===== src/rtl/vlsu_seq_pkg.sv =====
// Shared definitions for the vector load/store sequencer: lane count default,
// FSM state encoding, opcode values and the element alignment helper.
package vlsu_seq_pkg;

    localparam int NLANE_DEF = 4;

    localparam logic OP_VLW = 1'b0;
    localparam logic OP_VSW = 1'b1;

    localparam logic [31:0] STRIDE_FIXED = 32'd4;

    typedef enum logic [1:0] {
        ST_IDLE = 2'd0,
        ST_REQ  = 2'd1,
        ST_WAIT = 2'd2,
        ST_DONE = 2'd3
    } vlsu_state_e;

    function automatic logic word_misaligned(input logic [31:0] addr);
        return addr[1:0] != 2'b00;
    endfunction

endpackage


===== src/rtl/vlsu_seq_mem_arb2.sv =====
// Two-way round-robin grant between the scalar LSU and the vector sequencer.
// Grant is combinational; the preference pointer only moves on an accepted request.
module mem_arb2 (
    input  logic clk,
    input  logic rstn,
    input  logic req_s_i,
    input  logic req_v_i,
    input  logic accept_i,
    output logic grant_s_o,
    output logic grant_v_o
);

    logic prefer_s_q, prefer_s_d;

    always_comb begin
        grant_s_o  = req_s_i & (~req_v_i | prefer_s_q);
        grant_v_o  = req_v_i & ~grant_s_o;
        prefer_s_d = prefer_s_q;
        // Whoever just won yields priority to the other side next time.
        if (accept_i) begin
            prefer_s_d = grant_v_o;
        end
    end

    always_ff @(posedge clk or negedge rstn) begin
        if (!rstn) begin
            prefer_s_q <= 1'b1;
        end else begin
            prefer_s_q <= prefer_s_d;
        end
    end

endmodule


===== src/rtl/vlsu_seq.sv =====
// Vector load/store sequencer sharing one memory port with the scalar LSU.
// Define VLSU_STRIDE_EN to add a per-issue element stride (default fixed stride 4).
//
//   state   | meaning
//   IDLE    | issue_ready high, waiting for a vector op
//   REQ     | requesting element k (or flagging misalignment)
//   WAIT    | vector load element k outstanding
//   DONE    | one-cycle done pulse, err valid
module vlsu_seq
    import vlsu_seq_pkg::*;
#(
    parameter int NLANE = NLANE_DEF
) (
    input  logic                  clk,
    input  logic                  rstn,
    input  logic                  issue_valid,
    output logic                  issue_ready,
    input  logic                  issue_store,
    input  logic [31:0]           issue_base,
    input  logic [31:0]           issue_imm,
`ifdef VLSU_STRIDE_EN
    input  logic [31:0]           issue_stride,
`endif
    input  logic [32*NLANE-1:0]   issue_wdata,
    output logic                  done,
    output logic                  err,
    output logic [32*NLANE-1:0]   rdata,
    input  logic                  s_req_valid,
    output logic                  s_req_ready,
    input  logic                  s_we,
    input  logic [31:0]           s_addr,
    input  logic [31:0]           s_wdata,
    output logic                  s_rvalid,
    output logic [31:0]           s_rdata,
    output logic                  mem_req_valid,
    input  logic                  mem_req_ready,
    output logic                  mem_we,
    output logic [31:0]           mem_addr,
    output logic [31:0]           mem_wdata,
    input  logic                  mem_rvalid,
    input  logic [31:0]           mem_rdata
);

    localparam int KW = (NLANE > 1) ? $clog2(NLANE) : 1;
    localparam logic [KW-1:0] K_LAST = KW'(NLANE - 1);

    vlsu_state_e         state_q, state_d;
    logic [KW-1:0]       k_q, k_d;
    logic                op_q, op_d;
    logic [31:0]         addr_q, addr_d;
    logic [32*NLANE-1:0] wdata_q, wdata_d;
    logic [32*NLANE-1:0] rdata_q, rdata_d;
    logic                err_q, err_d;
    logic                rd_out_q, rd_out_d;
    logic                rd_own_s_q, rd_own_s_d;
    logic [31:0]         stride;

`ifdef VLSU_STRIDE_EN
    logic [31:0]         stride_q, stride_d;
    assign stride = stride_q;
`else
    assign stride = STRIDE_FIXED;
`endif

    logic elem_mis, req_s, req_v, grant_s, grant_v;
    logic accept, v_acc, rd_ret, vec_ret, last_lane;

    // addr_q always holds the current element address, so alignment is per element.
    assign elem_mis  = word_misaligned(addr_q);
    assign req_s     = s_req_valid & ~rd_out_q;
    assign req_v     = (state_q == ST_REQ) & ~elem_mis & ~rd_out_q;
    assign last_lane = (k_q == K_LAST);

    mem_arb2 u_arb (
        .clk       (clk),
        .rstn      (rstn),
        .req_s_i   (req_s),
        .req_v_i   (req_v),
        .accept_i  (accept),
        .grant_s_o (grant_s),
        .grant_v_o (grant_v)
    );

    assign mem_req_valid = req_s | req_v;
    assign accept        = mem_req_valid & mem_req_ready;
    assign s_req_ready   = mem_req_ready & grant_s;
    assign v_acc         = mem_req_ready & grant_v;
    assign mem_we        = grant_s ? s_we    : (op_q == OP_VSW);
    assign mem_addr      = grant_s ? s_addr  : addr_q;
    assign mem_wdata     = grant_s ? s_wdata : wdata_q[32*k_q +: 32];

    assign rd_ret   = mem_rvalid & rd_out_q;
    assign s_rvalid = rd_ret & rd_own_s_q;
    assign s_rdata  = mem_rdata;
    assign vec_ret  = rd_ret & ~rd_own_s_q;

    assign issue_ready = (state_q == ST_IDLE);
    assign done        = (state_q == ST_DONE);
    assign err         = done & err_q;
    assign rdata       = rdata_q;

    always_comb begin
        rd_out_d   = rd_out_q;
        rd_own_s_d = rd_own_s_q;
        if (rd_ret) begin
            rd_out_d = 1'b0;
        end
        if (accept && !mem_we) begin
            rd_out_d   = 1'b1;
            rd_own_s_d = grant_s;
        end
    end

    always_comb begin
        state_d = state_q;
        k_d     = k_q;
        op_d    = op_q;
        addr_d  = addr_q;
        wdata_d = wdata_q;
        rdata_d = rdata_q;
        err_d   = err_q;
`ifdef VLSU_STRIDE_EN
        stride_d = stride_q;
`endif
        unique case (state_q)
            ST_IDLE: begin
                if (issue_valid) begin
                    op_d    = issue_store;
                    addr_d  = issue_base + issue_imm;
                    wdata_d = issue_wdata;
                    k_d     = '0;
                    err_d   = 1'b0;
`ifdef VLSU_STRIDE_EN
                    stride_d = issue_stride;
`endif
                    state_d = ST_REQ;
                end
            end
            ST_REQ: begin
                if (elem_mis) begin
                    err_d   = 1'b1;
                    state_d = ST_DONE;
                end else if (v_acc) begin
                    if (op_q == OP_VLW) begin
                        state_d = ST_WAIT;
                    end else if (last_lane) begin
                        state_d = ST_DONE;
                    end else begin
                        k_d    = k_q + 1'b1;
                        addr_d = addr_q + stride;
                    end
                end
            end
            ST_WAIT: begin
                if (vec_ret) begin
                    rdata_d[32*k_q +: 32] = mem_rdata;
                    if (last_lane) begin
                        state_d = ST_DONE;
                    end else begin
                        k_d     = k_q + 1'b1;
                        addr_d  = addr_q + stride;
                        state_d = ST_REQ;
                    end
                end
            end
            ST_DONE: begin
                state_d = ST_IDLE;
            end
            default: begin
                state_d = ST_IDLE;
            end
        endcase
    end

    always_ff @(posedge clk or negedge rstn) begin
        if (!rstn) begin
            state_q    <= ST_IDLE;
            k_q        <= '0;
            op_q       <= OP_VLW;
            addr_q     <= '0;
            wdata_q    <= '0;
            rdata_q    <= '0;
            err_q      <= 1'b0;
            rd_out_q   <= 1'b0;
            rd_own_s_q <= 1'b0;
        end else begin
            state_q    <= state_d;
            k_q        <= k_d;
            op_q       <= op_d;
            addr_q     <= addr_d;
            wdata_q    <= wdata_d;
            rdata_q    <= rdata_d;
            err_q      <= err_d;
            rd_out_q   <= rd_out_d;
            rd_own_s_q <= rd_own_s_d;
        end
    end

`ifdef VLSU_STRIDE_EN
    always_ff @(posedge clk or negedge rstn) begin
        if (!rstn) begin
            stride_q <= STRIDE_FIXED;
        end else begin
            stride_q <= stride_d;
        end
    end
`endif

endmodule


===== config.mk =====
export PLATFORM = sky130hd
export DESIGN_NAME = vlsu_seq
export DESIGN_NICKNAME = d
export VERILOG_FILES = /design/src/rtl/vlsu_seq_pkg.sv /design/src/rtl/vlsu_seq_mem_arb2.sv /design/src/rtl/vlsu_seq.sv
export SDC_FILE = /design/constraint.sdc
export NUM_CORES = 1
export LEC_CHECK = 0
export CORE_AREA = 2 2 206 208
export CTS_CLUSTER_DIAMETER = 50
export DETAILED_ROUTE_END_ITERATION = 8
export DIE_AREA = 0 0 208 210
export DONT_BUFFER_PORTS = 1
export HOLD_SLACK_MARGIN = 0.02
export PLACE_DENSITY = 0.64
export SLEW_MARGIN = 10
export SYNTH_ARGS = -nofsm -noshare
export SYNTH_HDL_FRONTEND = slang
export SYNTH_SLANG_ARGS = --single-unit

===== constraint.sdc =====
create_clock -name clk -period 2.6 [get_ports clk]
set_input_delay 0.52 -clock clk [delete_from_list [all_inputs] [get_ports clk]]
set_output_delay 0.52 -clock clk [all_outputs]
set_load 0.01 [all_outputs]

# After elaboration in Yosys (flattened, before gate mapping)

Index checks and enable logic that the tools add are counted.
Widths: inputs -> output; s select.

$add $sub $neg: 4
Eq/ne operators: 12
Shift operators: 3
Mux-type cells: 31
Bitwise logic cells: 19
Reductions and logical operators: 12

Operators by type and width:

| kind                      | count |
|---|---|
| $mux 32                   | 8 |
| $bwmux 128                | 1 |
| $shift 32x34->128 const A | 1 |
| $shiftx 128x8->32         | 1 |
| $shiftx 32x34->128        | 1 |
| $pmux 32 s3               | 1 |
| $neg 7->34                | 1 |
| $add 32x3->32 const B     | 1 |
| $add 32x32->32            | 1 |
| $mux 2                    | 13 |
| $and 1x1->1               | 12 |
| $ne 2x2->1 const B        | 6 |
| $pmux 2 s4                | 1 |
| $eq 2x2->1 const B        | 3 |
| $pmux 2 s3                | 1 |
| $reduce_and 6->1          | 1 |
| $reduce_bool 2->1         | 3 |
| $mux 1                    | 5 |
| $not 1->1                 | 5 |
| $ne 4x4->1 const B        | 1 |
| $reduce_and 2->1          | 2 |
| $reduce_and 4->1          | 1 |
| $ne 3x3->1 const B        | 1 |
| $reduce_and 3->1          | 1 |
| other kinds (8)           | 9 |

Register bits after elaboration: 297
Input bits: 296
Output and inout port bits: 231
Word-level logic and storage cells: 91

# Depth between registers and ports, before layout

Word-level depth: 13
Gate-level depth with buffers: 12
Gate-level depth less buffers: 11

# Hierarchy

Synthesis repeated with hierarchy kept, for this count alone.

Cells, all modules: 1535
Area, all modules: 15875.2 um^2

By module, submodules not included:

| module   | times used | cells an instance | area an instance (um^2) | sequential area each (um^2) |
|---|---|---|---|---|
| vlsu_seq | 1          | 1530              | 15811.4                 | 7407.1 |
| mem_arb2 | 1          | 5                 | 63.8                    | 26.3 |

# Worst setup path after synthesis

Ideal clock, no wire load.

Kind: reg2out
From: register state_q[1]
To: output mem_wdata[10]
Data arrival time: 2324 ps
Data required time: 2080 ps
Setup slack: -244 ps
Cell stages (with the launch flop): 8
Path buffers: 2
Cells stage by stage: dfrtp_1 inv_1 ha_1 or4b_4 nand3_1 buf_1 buf_2 mux2_2

Longest elaborated chain between the ends: 7

Ends and longest elaborated chain:

| element                  | RTL line                | source |
|---|---|---|
| from (decl)              | vlsu_seq.sv:47          | `vlsu_state_e state_q, state_d;` |
| from (signal assigned)   | vlsu_seq.sv:187         | `state_q <= state_d;` |
| $eq 2x1->1               | vlsu_seq.sv:71          | `assign req_v = (state_q == ST_REQ) & ~elem_mis & ~rd_out_q;` |
| $and 1x1->1 (2 in a row) | vlsu_seq.sv:71          |  |
| $not 1->1                | vlsu_seq_mem_arb2.sv:16 | `grant_s_o = req_s_i & (~req_v_i \| prefer_s_q);` |
| $or 1x1->1               | vlsu_seq_mem_arb2.sv:16 |  |
| $and 1x1->1              | vlsu_seq_mem_arb2.sv:16 |  |
| $mux 32                  | vlsu_seq.sv:90          | `assign mem_wdata = grant_s ? s_wdata : wdata_q[32*k_q +: 32];` |
| to (decl)                | vlsu_seq.sv:39          | `output logic [31:0] mem_wdata,` |

No other way between the ends.

# Worst setup path in the final report

From: register state_q[1]
To: output mem_wdata[5]

Same word-level chain as after synthesis.

==> summary.txt <==
Synthesis
  • Top flip-flop cell by instance count after synthesis: sky130_fd_sc_hd__dfrtp_1
  • Flip-flop and latch count after synthesis: 297
  • Mean post-synth cell area: 10.4 µm²
  • Synth Net Count: 1,848
  • Synthesized instance count: 1,508
  • Share of the yosys chip area belonging to registers: 0.474
  • EDFF count, synth: 0
  • Yosys warning total: 0
  • Area of the mapped netlist: 15,700 µm²
  • Synth async-reset ratio: 1.00
  • Number of library cell types mapped by synthesis: 70

Final layout
  • Fin area: 18,800 µm²
  • Growth of design area from synthesis to finish: 20.2%
  • Proportion of layout cells with a drive suffix above 1: 0.297
  • Number of filler instances in the final layout: 3,831
  • Net count of the finished layout: 1,889
  • Sequential cell area: 7440 µm²
  • Final core utilization: 0.454
  • Area of combinational cells with multiple inputs: 8030 µm²

Setup path
  • Largest stage delay on the critical path: 0.47 ns
  • Cell with the biggest individual delay on the critical path: sky130_fd_sc_hd__or4b_4
  • Worst path bufs/invs: 4
  • Largest fanout on the critical path: 7
  • Most Frequent Cell on Critical Path: sky130_fd_sc_hd__buf_12
  • CP delay by family, top: simple AND/OR/NAND/NOR gates
  • Category of the worst setup path capture point: output port
  • Type of element launching the critical path: register
  • WP data required: 2.08 ns
  • Critical path arrival: 2.51 ns
  • Cells along the critical path: inv_2 -> ha_4 -> or4b_4 -> buf_6 -> nand3_4 -> buf_12 -> buf_12 -> mux2_4
  • Critical path class: reg -> out

CTS
  • Register clock-pin slew on the reported worst setup and hold paths: 0.06 ns
  • Clock network latency to the later pin of the worst-skew pair: 0.53 ns
  • Number of H-tree branching levels: 2
  • CTS Root Cell: sky130_fd_sc_hd__clkbuf_16
  • Total clock buffers created by CTS: 38
  • Clock sink count: 297
  • Longest Clk Path Bufs: 3
  • Clock tree from TritonCTS: yes

GRT
  • Overall overflow remaining after global route: 0
  • Met1 layer usage reported by global route: 0.266
  • GRT Max-Usage Layer: met2
  • Maximum number of pins on one net before global-route repair: 298
  • Number of global-route vias before repair: 12,100
  • Number of antenna violations at the first check in global routing: 4
  • First-pass GRT wire length: 72.8 mm
  • Overall Global Routing Usage: 0.213
  • Global routing usage on met2: 0.352
  • GR Layer Usage met3: 0.0757

Drt
  • DRC: 0
  • Antenna violation net count after detailed routing: 0
  • DR vias/cell: 5.64
  • Number of iterations in the first detailed-routing pass: 5
  • Number of vias after detailed routing: 11,900
  • Total wire length: 47.9 mm
  • Drt wl/cell: 22.6 µm
  • Initial DRC count: 1,003

Power and ir drop
  • Fraction of power spent switching nets: 0.353
  • Sequential cell fraction of total power: 0.329
  • Power per standard cell area: 1190 nW/µm²
  • Worst vdd ir: 918 µV
  • Switching power of the nets: 7.91 mW
  • Total leakage power: 8.09 nW
  • Pint: 14.5 mW
  • Relative contribution of the clock network to total power: 0.236
  • Comb power frac: 0.435

Floorplanning
  • Height of the die: 210 µm
  • Total I/O pin count: 527
  • Count of standard-cell rows: 75
  • Die Span X: 208 µm
  • Core area: 41,500 µm²
  • Die outline area: 43,700 µm²
  • Effective utilization at floorplan: 0.378

STA
  • Clock skew: 0.0151 ns
  • Share of the cycle needed by the critical path after routing: 1.17
  • Hold Worst Slack: -0.315 ns
  • Time the worst path needs with I/O delays and setup: 3.03 ns
  • Slew HR: 0.518
  • Final WS setup: -0.431 ns
  • Final Hold Fails: 296
  • Slew Viols, Final: 0
  • Max Freq: 330 MHz
  • Slew @ Worst Pin: 0.713 ns
  • Unrepaired setup endpoints after global routing: yes
  • Number of failing setup endpoints in the final timing report: 97

Place
  • Post-placement setup slack: -0.413 ns
  • Placed cell areas: 16,700 µm²
  • HPWL Detailed: 33.5 mm
  • Count of buffers inserted at the top-level ports: 0
  • Final GP Congestion: 0.871

Run
  • Number of violations of the max-capacitance limit: 0

Outcome
  • Run status: finished, violations left
  • Violations in the final reports: negative hold slack, negative setup slack

Worst hold path
  • HP Class: in -> async
==> placed cells by master, fill, tap and decap left out, types with 12 or more instances in the layout <==
| cell | synthesis | layout |
|---|---|---|
| sky130_fd_sc_hd__nor2_1 | 57 | 56 |
| sky130_fd_sc_hd__inv_1 | 18 | 17 |
| sky130_fd_sc_hd__o21ai_1 | 5 | 20 |
| sky130_fd_sc_hd__mux4_2 | 32 | 32 |
| sky130_fd_sc_hd__buf_4 | 35 | 81 |
| sky130_fd_sc_hd__o21ai_0 | 178 | 153 |
| sky130_fd_sc_hd__clkbuf_16 | 0 | 40 |
| sky130_fd_sc_hd__nand3_1 | 30 | 26 |
| sky130_fd_sc_hd__a21oi_1 | 51 | 48 |
| sky130_fd_sc_hd__xor2_1 | 12 | 12 |
| sky130_fd_sc_hd__buf_12 | 0 | 23 |
| sky130_fd_sc_hd__mux2_2 | 195 | 130 |
| sky130_fd_sc_hd__dfrtp_1 | 296 | 294 |
| sky130_fd_sc_hd__ha_1 | 43 | 42 |
| sky130_fd_sc_hd__mux2_4 | 0 | 65 |
| sky130_fd_sc_hd__nand2_1 | 295 | 288 |
| sky130_fd_sc_hd__buf_6 | 0 | 13 |
| sky130_fd_sc_hd__a31oi_1 | 13 | 13 |
==> area by class of cell <==
class,instances,area share
multi-input cells,1071,0.426
clock buffers,55,0.0598
diodes,1,0.000133
inverters,18,0.00359
repair buffers,123,0.0718
flip-flops and latches,297,0.395
well taps,539,0.0358
clock inverters,13,0.00790
==> power groups by stage <==
stage | combinational [mW] | sequential, mW | clock [mW]
after floorplan | 6.00 | 6.88 | 0
after global placement | 7.84 | 7.30 | 0
after detailed placement | 8.06 | 7.39 | 0
after CTS | 9.16 | 7.34 | 5.39
after global routing | 10.5 | 7.54 | 5.60
final | 9.74 | 7.37 | 5.28
==> cell families (layout without fill, tap and decap cells) <==
group                    after synthesis  after routing  share of synthesized area
XOR/XNOR                              23             23                     0.0129
other                                  0              1                          0
buffers and inverters                140            209                     0.0426
AND/OR/NAND/NOR                      452            452                      0.125
adder cells (fa/ha/maj)               44             44                     0.0356
multiplexers                         230            230                      0.188
AO/OA/AOI/OAI                        322            322                      0.121
flip-flops                           297            297                      0.474
==> routing by layer <==
layer	up-vias	wire (µm)
li1	5422	-
met1	5884	18700
met2	547	23600
met3	75	4590
met4	8	996
met5	-	39
==> metrics by stage <==
step / power [mW] / TNS, ns / std cells
4_1_cts: 21.9 / -27.56 / 2104
2_1_floorplan: 12.9 / -0.00535 / 1508
6_report: 22.4 / -30.91 / 2117
3_5_place_dp: 15.5 / -4.01 / 2014
5_1_grt: 23.6 / -38.60 / 2116
3_3_place_gp: 15.1 / -3.22 / 2014
==> flip-flops by register name, indices dropped and copies added, names as in the netlist <==
register and count:
rdata 128, wdata_q 128, addr_q 32, k_q 2, state_q 2, err_q 1, op_q 1, rd_out_q 1
rd_own_s_q 1, u_arb.prefer_s_q 1
==> worst paths after layout <==
check / slack (ns) / end / cells past startpoint / start
worst max-delay path: -0.43 / mem_wdata[5] / 8 / state_q[1]$_DFFE_PN0P_
worst min-delay path: -0.32 / wdata_q[53]$_DFFE_PN0P_ / 0 / rstn
worst max register to register: -0.21 / addr_q[20]$_DFFE_PN0P_ / 12 / state_q[1]$_DFFE_PN0P_
worst min register to register: 0.50 / wdata_q[2]$_DFFE_PN0P_ / 1 / wdata_q[2]$_DFFE_PN0P_
max in group asynchronous: 2.42 / rdata[62]$_DFFE_PN0P_ / 0 / rstn
min in group clk: 0.07 / u_arb.prefer_s_q$_DFFE_PN1P_ / 1 / s_req_valid
==> cell usage after synthesis (all sizes together), types with 3 or more instances <==
cell | instances | area, µm²
a211oi | 5 | 37.5
nand2 | 295 | 1110
o41ai | 3 | 33.8
a21o | 9 | 67.6
clkbuf | 72 | 270
nor3 | 11 | 55.1
nor2b | 4 | 25.0
nor2 | 57 | 214
and4 | 10 | 87.6
a21oi | 51 | 255
nand2b | 5 | 31.3
nand3 | 30 | 150
nor3b | 4 | 30.0
xor2 | 12 | 105
o211ai | 6 | 45.0
o22ai | 6 | 37.5
a2111oi | 4 | 53.8
buf | 50 | 329
a31oi | 13 | 81.3
nand4 | 9 | 71.3
xnor2 | 11 | 96.3
mux4 | 32 | 721
mux2i | 3 | 30.0
inv | 18 | 67.6
mux2 | 195 | 2200
o21ai | 183 | 916
and3 | 10 | 62.6
or2 | 3 | 18.8
a221oi | 13 | 114
ha | 43 | 538
and2 | 5 | 31.3
dfrtp | 296 | 7410
==> repair_timing <==
item / 4_1_cts / 5_1_grt
buffers inserted: 16 / 14
pin swaps: 3 / 14
resized for setup: 88 / 63
gates cloned: 6 / 1
endpoints found under the hold margin: 297 / 297
endpoints found under the setup margin: 71 / 99
Note: power is estimated with default switching activity, not from simulation.
